`src/rtl/jt12_kon_pkg.sv`:
```
// jt12_kon_pkg
// Shared types and helpers for the key-on write path: the queued request
// entry, the FSM state encoding and the channel-code filter.
package jt12_kon_pkg;

  // Default slot-rotation length: 6 channels x 4 operators.
  localparam int KON_SLOTS = 24;

  // One queued key-on request: operator mask {S4,S3,S2,S1} and channel code.
  typedef struct packed {
    logic [3:0] op;
    logic [2:0] ch;
  } kon_req_t;

  typedef enum logic {
    ST_IDLE  = 1'b0,
    ST_SWEEP = 1'b1
  } kon_state_t;

  // Channel codes 3 and 7 do not address a channel.
  function automatic logic kon_ch_valid(input logic [2:0] ch);
    return (ch[1:0] != 2'b11);
  endfunction

endpackage

```
`src/rtl/jt12_kon_fifo.sv`:
```
// jt12_kon_fifo
// Synchronous FIFO of key-on requests. Pointers are one bit wider than the
// address so full and empty can be told apart; both flags are registered.
// A push while full or a pop while empty is ignored.
//
// Ports:
//   clk, rst   clock, asynchronous active-high reset
//   push, din  write request and entry
//   pop        remove head entry
//   dout       head entry (valid while empty is low)
//   full       DEPTH entries stored
//   empty      no entries stored
module jt12_kon_fifo
  import jt12_kon_pkg::*;
#(
  parameter int DEPTH = 4
) (
  input  logic     clk,
  input  logic     rst,
  input  logic     push,
  input  kon_req_t din,
  input  logic     pop,
  output kon_req_t dout,
  output logic     full,
  output logic     empty
);

  localparam int AW = (DEPTH > 1) ? $clog2(DEPTH) : 1;

  kon_req_t      mem [DEPTH];
  logic [AW:0]   wr_ptr;
  logic [AW:0]   rd_ptr;
  logic [AW:0]   wr_nxt;
  logic [AW:0]   rd_nxt;
  logic          push_ok;
  logic          pop_ok;

  assign push_ok = push & ~full;
  assign pop_ok  = pop & ~empty;

  assign wr_nxt = wr_ptr + {{AW{1'b0}}, push_ok};
  assign rd_nxt = rd_ptr + {{AW{1'b0}}, pop_ok};

  assign dout = mem[rd_ptr[AW-1:0]];

  always_ff @(posedge clk or posedge rst) begin
    if (rst) begin
      wr_ptr <= '0;
      rd_ptr <= '0;
      full   <= 1'b0;
      empty  <= 1'b1;
    end else begin
      wr_ptr <= wr_nxt;
      rd_ptr <= rd_nxt;
      empty  <= (wr_nxt == rd_nxt);
      full   <= (wr_nxt[AW] != rd_nxt[AW]) &&
                (wr_nxt[AW-1:0] == rd_nxt[AW-1:0]);
    end
  end

  // Storage needs no reset: an entry is only read after it was written.
  always_ff @(posedge clk) begin
    if (push_ok) begin
      mem[wr_ptr[AW-1:0]] <= din;
    end
  end

endmodule

```
`src/rtl/jt12_kon_wr.sv`:
```
// jt12_kon_wr
// Producer side of the key-on update interface. Valid writes to register
// 0x28 are queued and replayed one at a time; each request is held for
// exactly SLOTS cycles so every operator slot of the target channel sees it.
//
// State table:
//   state    | meaning
//   ST_IDLE  | no request presented; pops the queue head as soon as present
//   ST_SWEEP | request presented; cnt counts down the remaining slots
//
// Ports:
//   clk, rst  clock, asynchronous active-high reset
//   keyon_wr  one-cycle strobe, register 0x28 written
//   din       write data: [7:4] operator mask, [2:0] channel code
//   clr_ovf   clears ovf (a simultaneous drop wins)
//   up_keyon  request valid
//   keyon_ch  channel code of the current request
//   keyon_op  operator mask of the current request
//   full      queue full
//   busy      request active or queued
//   ovf       sticky: a valid write was lost to a full queue
module jt12_kon_wr
  import jt12_kon_pkg::*;
#(
  parameter int SLOTS = KON_SLOTS,
  parameter int DEPTH = 4
) (
  input  logic       rst,
  input  logic       clk,
  input  logic       keyon_wr,
  input  logic [7:0] din,
  input  logic       clr_ovf,
  output logic       up_keyon,
  output logic [2:0] keyon_ch,
  output logic [3:0] keyon_op,
  output logic       full,
  output logic       busy,
  output logic       ovf
);

  localparam int CW = (SLOTS > 1) ? $clog2(SLOTS) : 1;
  localparam logic [CW-1:0] CNT_LOAD = CW'(SLOTS - 1);

  kon_state_t    state;
  kon_state_t    state_nxt;
  logic [CW-1:0] cnt;
  kon_req_t      req_in;
  kon_req_t      head;
  logic          wr_ok;
  logic          drop;
  logic          pop;
  logic          fifo_full;
  logic          fifo_empty;
  logic          last_slot;
  logic          unused_din3;

  // din[3] carries no meaning for the key-on register.
  assign unused_din3 = din[3];

  assign req_in = '{op: din[7:4], ch: din[2:0]};
  assign wr_ok  = keyon_wr & kon_ch_valid(din[2:0]);
  // Full is sampled before any same-cycle pop frees a slot, so the write is
  // lost even if the queue drains this cycle.
  assign drop   = wr_ok & fifo_full;

  jt12_kon_fifo #(
    .DEPTH (DEPTH)
  ) u_fifo (
    .clk   (clk),
    .rst   (rst),
    .push  (wr_ok),
    .din   (req_in),
    .pop   (pop),
    .dout  (head),
    .full  (fifo_full),
    .empty (fifo_empty)
  );

  assign last_slot = (cnt == '0);

  always_comb begin
    state_nxt = state;
    pop       = 1'b0;
    case (state)
      ST_IDLE: begin
        if (!fifo_empty) begin
          pop       = 1'b1;
          state_nxt = ST_SWEEP;
        end
      end
      ST_SWEEP: begin
        if (last_slot) begin
          if (!fifo_empty) begin
            pop       = 1'b1;
            state_nxt = ST_SWEEP;
          end else begin
            state_nxt = ST_IDLE;
          end
        end
      end
      default: begin
        state_nxt = ST_IDLE;
      end
    endcase
  end

  always_ff @(posedge clk or posedge rst) begin
    if (rst) begin
      state    <= ST_IDLE;
      cnt      <= '0;
      keyon_ch <= '0;
      keyon_op <= '0;
      ovf      <= 1'b0;
    end else begin
      state <= state_nxt;
      if (pop) begin
        keyon_ch <= head.ch;
        keyon_op <= head.op;
        cnt      <= CNT_LOAD;
      end else if (state == ST_SWEEP && !last_slot) begin
        cnt <= cnt - 1'b1;
      end
      if (drop) begin
        ovf <= 1'b1;
      end else if (clr_ovf) begin
        ovf <= 1'b0;
      end
    end
  end

  assign up_keyon = (state == ST_SWEEP);
  assign full     = fifo_full;
  assign busy     = up_keyon | ~fifo_empty;

endmodule

```
`config.mk`:
```
export PLATFORM = sky130hd
export DESIGN_NAME = jt12_kon_wr
export DESIGN_NICKNAME = d
export VERILOG_FILES = /design/src/rtl/jt12_kon_pkg.sv /design/src/rtl/jt12_kon_fifo.sv /design/src/rtl/jt12_kon_wr.sv
export SDC_FILE = /design/constraint.sdc
export NUM_CORES = 1
export LEC_CHECK = 0
export CORE_AREA = 2 2 74 76
export DETAILED_ROUTE_END_ITERATION = 6
export DIE_AREA = 0 0 76 78
export DONT_BUFFER_PORTS = 1
export PLACE_DENSITY = 0.59
export SLEW_MARGIN = 20
export SYNTH_ARGS = -nofsm -noshare
export SYNTH_HDL_FRONTEND = slang
export SYNTH_SLANG_ARGS = --single-unit
```
`constraint.sdc`:
```
create_clock -name clk -period 2.8 [get_ports clk]
set_input_delay 0.28 -clock clk [delete_from_list [all_inputs] [get_ports clk]]
set_output_delay 0.28 -clock clk [all_outputs]
set_load 0.01 [all_outputs]
```
==> metrics.txt <==
H-tree depth 2; setup ws final 0.558 ns; slack of the worst reg-to-reg path 0.56 ns; placed insts 188; Antenna Nets Post-Route 0; CTS tree built; Multi-input gate area 567 um2; count leader, synth edfxtp_1; Hold Slack 0.0394 ns; Area Overhead vs Synth 9.82%; Worst slew margin 42.7%; f_max 446 MHz; YS warnings 0; # DRC 0; CTS max path bufs 2; Post-Place Worst Slack 0.592 ns; setup bufs post-CTS 0; RSZ-0062 raised after global routing no; number of global-route vias before repair 1,039; worst-path cell chain inv_1 -> ha_1 -> or4b_4 -> a21oi_4 -> ha_1 -> ha_1 -> xnor2_1 -> xnor2_1 -> nor2b_1; Slew @ Worst Pin 0.859 ns; Post-synth ARST share 44.0%; Final nets 143; R2R Path Start cnt[0]; GR Util All Layers 12.1%; Layout Utilization 43.6%; CTS Sinks 50; Clk Latency, worst-skew pair 0.30 ns; chip width 76 um; Final min period 2.24 ns; outcome complete, no violations; Reg2Reg Depth 9; die area 5930 um2; first-pass GRT wire length 5210 um; total CTS buffers 5; Worst Path Arrival 2.47 ns; WS Path Type register to register; total negative slack 0 ns; drt first pass iters 4; drt wl/cell 15.9 um; First DRT Iteration DRCs 37; ant diodes 0; Synth top cells by count edfxtp_1, dfrtp_1, inv_1; Worst path max stage delay 0.51 ns; worst vdd ir 424 uV; synthesized flop and latch total 50; Worst-path clk slew 0.09 ns; hpwl dp 2150 um; FF-to-FF End u_fifo.full; critical path required time 3.03 ns; post-cts sizing count 0; Core ar. 5040 um2; skew final 0.0108 ns; Die Y 78 um; hold buffer count at CTS 0; Fillers 446; Primary FF master, synth edfxtp_1; CP Launch Type register; Synth top area share 42.0%; dominant cells by area after synthesis edfxtp_1, dfrtp_1, mux4_2; Routed Wire Length 3120 um; non-filler cells, final 196; share of post-route cells with drive strength above 1 24.6%; CP Max Fanout 4; Netlist cell types 30; gr ovfl total 0; Avg Cell Area, Syn 17.2 um2; cell count after synthesis 116; largest net degree at the start of global routing 23; register area share after synthesis 69.6%; port bufs 0; syn nets 134; Cell Rows 26; # setup viols final 0; Starting Density 39.7%; slowest cell on the critical path or4b_4; Tcrit/Tclk final 80.1%; gpl congestion 0.687; Setup crit end kind register; Slew Viols, Final 0; EDFF count, synth 28; Synth area leader edfxtp_1; Mapped Area 2000 um2; sequential cell area 1390 um2; Leakage 0.000830 uW; HP Class primary input to async pin; IO Pins 23; CP most frequent cell ha_1; Vias per Instance 4.79; PwrDens 953 nW/um2; DR vias 938; CTS Root Buffer Type clkbuf_8; Fin. Hold Viols 0; MaxCap Viol Count 0; antenna violations before repair 0
worst max-delay path by stage:
stage | cells past startpoint | from | endpoint
CTS | 9 | cnt[0] | u_fifo.full
detailed placement | 9 | cnt[0] | u_fifo.full
finish | 9 | cnt[0] | u_fifo.full
global placement | 9 | cnt[0] | u_fifo.full
floorplan | 9 | cnt[0] | u_fifo.full
global route | 9 | cnt[0] | u_fifo.full
power breakdown:
part	total, uW	internal, uW	leakage, uW	switching [uW]
Clock	409	178	0.0000456	231
Sequential	1190	987	0.000511	198
Combinational	500	297	0.000273	203
registers in the layout, summed over array words and instances, names as in the netlist:
| register | count |
|---|---|
| ovf | 1 |
| up_keyon | 1 |
| u_fifo.rd_ptr | 3 |
| u_fifo.mem | 28 |
| u_fifo.empty | 1 |
| keyon_op | 4 |
| cnt | 5 |
| u_fifo.wr_ptr | 3 |
| keyon_ch | 3 |
| u_fifo.full | 1 |
placed cells by master (no fill, tap or decap), drive strengths merged, types with 3 or more instances in the layout:
master	Yosys	routed
edfxtp	28	28
dfrtp	21	21
inv	9	10
mux4	7	7
mux2	7	7
ha	6	6
clkbuf	1	6
xnor2	5	5
buf	1	4
nand2	3	3
nand2b	3	3
nor3b	3	3
a21oi	3	3
cell type report:
type | count | area share, %
flip-flops and latches | 50 | 63.4
well taps | 70 | 3.99
repair buffers | 4 | 1.37
multi-input cells | 55 | 25.8
clock inverters | 2 | 0.626
clock buffers | 6 | 3.30
inverters | 9 | 1.54
per-stage QoR:
stage / total power [uW] / area [um2]
after floorplan: 1580 / 2000
after global placement: 1700 / 2110
after detailed placement: 1720 / 2110
after CTS: 2140 / 2200
after global routing: 2240 / 2200
final: 2090 / 2200
metal layers:
metal	part of all wire [%]	GRT usage, %
met1	40	12.8
met2	52	20.4
met3	7.3	5.81
met4	0.93	5.45
met5	0	0
critical path: cells and delay by family, from the launching register on:
kind                       cells  cell delay, ns
and+or+nand+nor                2            0.67
xor gates and xnor gates       2            0.32
DFF                            1            0.39
adders and majority gates      3            0.51
buffers and inverters          1            0.12
AOI/OAI and AO/OA              1            0.18
cells by family (layout without fill, tap and decap cells):
family                     Yosys count  in the layout  synth area share, %
xor gates and xnor gates             6              6                 2.63
DFF                                 50             50                 69.6
adders and majority gates            6              6                 3.75
AOI/OAI and AO/OA                   10             10                 3.88
buffers and inverters               11             21                 2.06
and+or+nand+nor                     18             18                 5.75
muxes                               15             15                 12.3
Power figures use the tool's default switching activity.
